[config.mk]
export PLATFORM = sky130hd
export DESIGN_NAME = memory_game_ctrl_flat
export DESIGN_NICKNAME = d
export VERILOG_FILES = /design/src/rtl/memory_game_if.sv /design/src/rtl/memory_game_ctrl.sv /design/src/flat_wrapper.sv
export SDC_FILE = /design/constraint.sdc
export NUM_CORES = 1
export LEC_CHECK = 0
export ABC_AREA = 1
export CAP_MARGIN = 30
export CORE_AREA = 2 2 138 140
export CTS_CLUSTER_SIZE = 40
export DETAILED_ROUTE_END_ITERATION = 8
export DIE_AREA = 0 0 140 142
export PLACE_DENSITY = 0.77
export SYNTH_ARGS = -nofsm -noshare
export SYNTH_HDL_FRONTEND = slang
export SYNTH_SLANG_ARGS = --single-unit
[constraint.sdc]
create_clock -name clk -period 2.46 [get_ports clk]
set_input_delay 0.369 -clock clk [delete_from_list [all_inputs] [get_ports clk]]
set_output_delay 0.369 -clock clk [all_outputs]
set_load 0.05 [all_outputs]
[src/rtl/memory_game_if.sv]
// Shuffler and card-pick handshakes between the memory game controller (slave)
// and the shuffler / input-selector logic (master).
interface memory_game_if;
    logic             shuf_start;
    logic             shuf_done;
    logic [15:0][4:0] shuf_cards;
    logic             pick_valid;
    logic [3:0]       pick_idx;
    logic             pick_ready;
    logic             pick_err;

    modport master (
        input  shuf_start, pick_ready, pick_err,
        output shuf_done, shuf_cards, pick_valid, pick_idx
    );

    modport slave (
        output shuf_start, pick_ready, pick_err,
        input  shuf_done, shuf_cards, pick_valid, pick_idx
    );
endinterface

[src/rtl/memory_game_ctrl.sv]
// Turn sequencer for the 4x4 memory-match game: shuffle, pick, compare, score.
// Optional per-turn timeout enabled by defining MEMORY_GAME_TURN_TIMEOUT_EN.
module memory_game_ctrl #(
    parameter int SHOW_CYCLES = 50_000_000
`ifdef MEMORY_GAME_TURN_TIMEOUT_EN
    , parameter int TIMEOUT_CYCLES = 750_000_000
`endif
) (
    input  logic             clk,
    input  logic             rst,
    input  logic             new_game,
    memory_game_if.slave     bus,
    output logic [15:0][4:0] cards_out,
    output logic             cur_player,
    output logic [3:0]       score0,
    output logic [3:0]       score1,
    output logic             mismatch,
    output logic             game_over
`ifdef MEMORY_GAME_TURN_TIMEOUT_EN
    , output logic           timeout
`endif
);

    typedef enum logic [2:0] {IDLE, SHUF, FIRST, SECOND, CMP, SHOW, DONE} state_t;

    localparam logic [1:0] ST_HIDDEN  = 2'b00;
    localparam logic [1:0] ST_UP      = 2'b01;
    localparam logic [1:0] ST_MATCHED = 2'b10;
    localparam int         SHOW_W     = $clog2(SHOW_CYCLES + 1);

    state_t            state;
    logic              armed;
    logic [3:0]        idx_a;
    logic [3:0]        idx_b;
    logic [3:0]        pairs;
    logic [SHOW_W-1:0] show_cnt;
    logic              pick_ok;
    logic              unused_low_bits;

`ifdef MEMORY_GAME_TURN_TIMEOUT_EN
    localparam int TURN_W = $clog2(TIMEOUT_CYCLES + 1);
    logic [TURN_W-1:0] turn_cnt;
`endif

    assign pick_ok = bus.pick_valid && (cards_out[bus.pick_idx][1:0] == ST_HIDDEN);

    // The shuffler's two low bits carry no symbol information.
    always_comb begin
        unused_low_bits = 1'b0;
        for (int k = 0; k < 16; k++) unused_low_bits = unused_low_bits ^ (^bus.shuf_cards[k][1:0]);
    end

    always_ff @(posedge clk) begin
        if (rst) begin
            // NOTE: the card array is cleared on reset because the renderer reads it directly.
            state          <= IDLE;
            armed          <= 1'b0;
            idx_a          <= '0;
            idx_b          <= '0;
            pairs          <= 4'd8;
            show_cnt       <= '0;
            bus.shuf_start <= 1'b0;
            bus.pick_ready <= 1'b0;
            bus.pick_err   <= 1'b0;
            cards_out      <= '0;
            cur_player     <= 1'b0;
            score0         <= '0;
            score1         <= '0;
            mismatch       <= 1'b0;
            game_over      <= 1'b0;
`ifdef MEMORY_GAME_TURN_TIMEOUT_EN
            turn_cnt       <= '0;
            timeout        <= 1'b0;
`endif
        end else begin
            bus.shuf_start <= 1'b0;
            bus.pick_err   <= 1'b0;
`ifdef MEMORY_GAME_TURN_TIMEOUT_EN
            timeout        <= 1'b0;
            // Holding the load value outside a turn makes every FIRST entry start fresh.
            if (!(state inside {FIRST, SECOND})) turn_cnt <= TURN_W'(TIMEOUT_CYCLES - 1);
`endif
            if (new_game) begin
                state          <= SHUF;
                armed          <= 1'b0;
                pairs          <= 4'd8;
                bus.shuf_start <= 1'b1;
                bus.pick_ready <= 1'b0;
                cur_player     <= 1'b0;
                score0         <= '0;
                score1         <= '0;
                mismatch       <= 1'b0;
                game_over      <= 1'b0;
            end else begin
                case (state)
                    SHUF: begin
                        // Arming on a low done level skips the previous game's stale high.
                        if (!armed) begin
                            if (!bus.shuf_done) armed <= 1'b1;
                        end else if (bus.shuf_done) begin
                            for (int k = 0; k < 16; k++) cards_out[k] <= {bus.shuf_cards[k][4:2], ST_HIDDEN};
                            state          <= FIRST;
                            bus.pick_ready <= 1'b1;
                        end
                    end
                    FIRST, SECOND: begin
`ifdef MEMORY_GAME_TURN_TIMEOUT_EN
                        if (turn_cnt != '0) turn_cnt <= turn_cnt - 1'b1;
`endif
                        if (pick_ok) begin
                            cards_out[bus.pick_idx][1:0] <= ST_UP;
                            if (state == FIRST) begin
                                idx_a <= bus.pick_idx;
                                state <= SECOND;
                            end else begin
                                idx_b          <= bus.pick_idx;
                                state          <= CMP;
                                bus.pick_ready <= 1'b0;
                            end
                        end else begin
                            if (bus.pick_valid) bus.pick_err <= 1'b1;
`ifdef MEMORY_GAME_TURN_TIMEOUT_EN
                            if (turn_cnt == '0) begin
                                if (state == SECOND) cards_out[idx_a][1:0] <= ST_HIDDEN;
                                cur_player <= ~cur_player;
                                state      <= FIRST;
                                turn_cnt   <= TURN_W'(TIMEOUT_CYCLES - 1);
                                timeout    <= 1'b1;
                            end
`else
                            // Without the turn timer a turn waits for a pick indefinitely.
`endif
                        end
                    end
                    CMP: begin
                        if (cards_out[idx_a][4:2] == cards_out[idx_b][4:2]) begin
                            cards_out[idx_a][1:0] <= ST_MATCHED;
                            cards_out[idx_b][1:0] <= ST_MATCHED;
                            if (cur_player) score1 <= score1 + 4'd1;
                            else            score0 <= score0 + 4'd1;
                            pairs <= pairs - 4'd1;
                            if (pairs == 4'd1) begin
                                state     <= DONE;
                                game_over <= 1'b1;
                            end else begin
                                state          <= FIRST;
                                bus.pick_ready <= 1'b1;
                            end
                        end else begin
                            state    <= SHOW;
                            show_cnt <= SHOW_W'(SHOW_CYCLES - 1);
                            mismatch <= 1'b1;
                        end
                    end
                    SHOW: begin
                        if (show_cnt == '0) begin
                            cards_out[idx_a][1:0] <= ST_HIDDEN;
                            cards_out[idx_b][1:0] <= ST_HIDDEN;
                            cur_player     <= ~cur_player;
                            mismatch       <= 1'b0;
                            state          <= FIRST;
                            bus.pick_ready <= 1'b1;
                        end else begin
                            show_cnt <= show_cnt - 1'b1;
                        end
                    end
                    default: ;
                endcase
            end
        end
    end

endmodule

[src/flat_wrapper.sv]
// flat-port wrapper written by rule: the top's interface ports become plain ports
module memory_game_ctrl_flat 
#(
    parameter int SHOW_CYCLES = 50_000_000

)
  (clk, rst, new_game, cards_out, cur_player, score0, score1, mismatch, game_over, bus_shuf_start, bus_pick_ready, bus_pick_err, bus_shuf_done, bus_shuf_cards, bus_pick_valid, bus_pick_idx);
  memory_game_if bus_i ();
  input  logic clk;
  input  logic rst;
  input  logic new_game;
  output logic [15:0][4:0] cards_out;
  output logic cur_player;
  output logic [3:0] score0;
  output logic [3:0] score1;
  output logic mismatch;
  output logic game_over;
  output wire logic [$bits(bus_i.shuf_start)-1:0] bus_shuf_start;
  output wire logic [$bits(bus_i.pick_ready)-1:0] bus_pick_ready;
  output wire logic [$bits(bus_i.pick_err)-1:0] bus_pick_err;
  input wire logic [$bits(bus_i.shuf_done)-1:0] bus_shuf_done;
  input wire logic [$bits(bus_i.shuf_cards)-1:0] bus_shuf_cards;
  input wire logic [$bits(bus_i.pick_valid)-1:0] bus_pick_valid;
  input wire logic [$bits(bus_i.pick_idx)-1:0] bus_pick_idx;
  assign bus_shuf_start = bus_i.shuf_start;
  assign bus_pick_ready = bus_i.pick_ready;
  assign bus_pick_err = bus_i.pick_err;
  assign bus_i.shuf_done = bus_shuf_done;
  assign bus_i.shuf_cards = bus_shuf_cards;
  assign bus_i.pick_valid = bus_pick_valid;
  assign bus_i.pick_idx = bus_pick_idx;
  memory_game_ctrl #(.SHOW_CYCLES(SHOW_CYCLES)) u_core (.clk(clk), .rst(rst), .new_game(new_game), .bus(bus_i), .cards_out(cards_out), .cur_player(cur_player), .score0(score0), .score1(score1), .mismatch(mismatch), .game_over(game_over));
endmodule
==> key figures <==
Status
  • Status: finished with violations
  • Violated checks: design-rule violations

Power
  • P per Cell Area: 671.5 nW/um2
  • Worst vdd ir: 608.4 uV
  • Leakage power: 5.262 nW

Global route
  • Initial antenna violation count: 0
  • Largest net degree at the start of global routing: 69
  • First-pass GRT wire length: 48,530 um
  • Vias in the first global route: 9,441
  • Grt ovf: 0
  • Global Route Usage Sum: 30.11%

STA
  • Achievable Freq: 415.7 MHz
  • Final Critical Period: 2.406 ns
  • Max Slew Vio Count: 0
  • Slew HR: 47.30%
  • Final Hold Viols: 0
  • Slew @ Worst Pin: 0.7905 ns
  • Skew final: 0.01048 ns
  • Unrepaired setup endpoints after global routing: yes
  • Fin crit share: 97.79%
  • Setup violators final: 0

Synth
  • Main synth FF type: dfxtp_1
  • Post-Syn Instances: 1,511
  • Most area-hungry cell type in the Yosys netlist: dfxtp_1
  • Area contributors post-synth: dfxtp_1 30%, nand2_1 23%, a21oi_1 8.1%
  • Area share of the largest cell type after synthesis: 30.21%
  • Syn avg cell area: 5.965 um2
  • Syn Std Cell Area: 9014 um2
  • Seq/Total Area, Yosys: 30.21%
  • Cell variety after synth: 39
  • EDFF count, synth: 0
  • Async SR Flop Fraction: 0%
  • Synth Net Count: 1,605
  • Synth warn: 0
  • Register bit total from synthesis: 136

Detailed routing
  • WL/cell: 16.14 um
  • DRC: 4
  • DRT iter0 DRCs: 1,135
  • DR vias/cell: 5.528
  • Pre-Repair DR Iteration Count: 8
  • Vias post-DR: 10,600
  • Drt total wl: 30,960 um
  • Post-route ant nets: 0

Cells and area
  • Antenna diodes: 0
  • Util after Layout: 64.22%
  • Count of filler cells inserted in the layout: 1,721
  • Area growth, synth to finish: 31.50%
  • Layout cells sized above 1: 9.798%
  • Fin nets: 1,766
  • Finished Layout Cells: 1,918
  • Commonest non-fill, non-tap cell in the layout: nand2_1
  • Most frequent cells in the layout: 561 x nand2_1, 147 x clkdlybuf4s50_1, 144 x nor2_1, 142 x a21oi_1, 134 x dfxtp_1

Flow run
  • Max-cap viol count: 0

Die
  • IO Count: 183
  • Core area: 18,460 um2
  • Initial Util: 48.84%
  • Die Area: 19,880 um2
  • Die Width: 140 um
  • FP Rows: 50
  • Die height: 142 um

Critical path
  • Flop-to-flop setup slack: 0.05 ns
  • CP Max Fanout: 25
  • Worst setup EP type: flop
  • CP Data Required Time: 2.76 ns
  • CP arrival: 2.71 ns
  • Worst setup SP type: flop
  • Worst Setup Path Type: reg -> reg

Clock tree
  • CTS tree: yes
  • CTS root buffer: clkbuf_16
  • CTS H-tree depth: 4
  • Clock Path Buffers: 2
  • Total clock sinks: 136
  • Clock Pin Slew Worst Setup and Hold Paths: 0.06 ns
  • Hold_buf cts: 0
  • TritonCTS buffer count: 17
  • Skew-Pair Late Insertion Delay: 0.43 ns

Placed design
  • Dpl hpwl: 21,610 um
  • Dpl cells: 1,873
  • GPL Wtd Cong: 0.9440
  • Buffers on Ports: 150

Hold path
  • Worst hold path class: in -> reg
final timing paths:
kind | end | cells past startpoint | start
worst min register to register | u_core.game_over | 1 | u_core.game_over
worst min-delay path | u_core.cards_out[5] | 2 | rst
worst max register to register | u_core.cards_out[65] | 16 | u_core.idx_a[0]
worst max-delay path | u_core.cards_out[65] | 16 | u_core.idx_a[0]
power breakdown:
| part | switching, W | internal (W) |
|---|---|---|
| combinational | 0.00177 | 0.00103 |
| sequential | 0.000227 | 0.00237 |
| clock | 0.00107 | 0.00150 |
| total | 0.00307 | 0.00489 |
cells by family (layout without fill, tap and decap cells):
family / Yosys count / in the layout / synth area share [%]
XOR/XNOR: 15 / 15 / 1.458
adder cells (fa/ha/maj): 5 / 5 / 0.6941
flip-flops: 136 / 136 / 30.21
AND/OR/NAND/NOR: 835 / 835 / 38.10
AO/OA/AOI/OAI: 305 / 305 / 19.13
buffers and inverters: 215 / 388 / 10.41
registers in the layout, indices dropped and copies added, names as in the netlist, 3 cells and up:
signal	cells
u_core.cards_out	80
u_core.idx_a	4
u_core.idx_b	4
u_core.pairs	4
u_core.score0	4
u_core.score1	4
u_core.show_cnt	26
u_core.state	3
cell type report:
class                           count  area (um2)  share of cell area, %
Multi-Input combinational cell   1160        5420                  45.73
Sequential cell                   136        2730                  23.03
Timing Repair Buffer              231        2340                  19.74
Inverter                          124       478.0                  4.033
Clock buffer                       18       429.2                  3.621
Tap cell                          234       292.8                  2.470
Clock inverter                     13       147.6                  1.246
Timing Repair inverter              2       15.01                 0.1267
worst max-delay path: stages, from the launching register on:
cell and delay [ns]:
dfxtp_4 0.40, clkbuf_16 0.18, o21ai_0 0.20, nand2_1 0.11, nand2_1 0.11, nand2_1 0.09
nand2_1 0.10, inv_1 0.04, nand2_1 0.06, nand2_1 0.06, nand2_2 0.11, nand3_4 0.11
nand2_4 0.10, nand3_4 0.17, buf_12 0.21, o21ai_0 0.17, nor2_1 0.05
metal layers:
layer / track usage (%) / wire length, um / part of all wire, % / vias up
li1: - / - / - / 5244
met1: 40.47 / 13530 / 44 / 4878
met2: 49.68 / 14710 / 47 / 437
met3: 5.922 / 2259 / 7.3 / 44
met4: 8.293 / 465 / 1.5 / 0
met5: 0 / 0 / 0 / -
cells in the mapped netlist (11+ instances only):
| master | count |
|---|---|
| nand2_1 | 562 |
| inv_1 | 110 |
| o21ai_0 | 66 |
| a21oi_1 | 146 |
| or2_2 | 11 |
| clkbuf_1 | 42 |
| inv_2 | 12 |
| o22ai_1 | 13 |
| buf_2 | 30 |
| nor2_1 | 149 |
| dfxtp_1 | 136 |
| o31ai_1 | 55 |
| nand3_1 | 36 |
| nand4_1 | 55 |
what timing repair did:
action	4_1_cts	5_1_grt
hold endpoints to repair	0	0
setup endpoints to repair	0	111
gates resized for setup	0	35
buffers inserted	0	9
through the flow:
stage	setup WS (ns)	total power, W	area (um2)	TNS [ns]	hold WS (ns)
2_1_floorplan	0.2555	0.004400	9014	0	0.4366
3_3_place_gp	-0.3761	0.005312	11040	-29.82	0.4468
3_5_place_dp	-0.3891	0.005348	11040	-29.03	0.4587
4_1_cts	0.02255	0.007893	11610	0	0.3439
5_1_grt	-0.05126	0.008328	11850	-0.8546	0.3531
6_report	0.05444	0.007960	11850	0	0.3452
No activity file was read; power rests on OpenSTA's default activity.
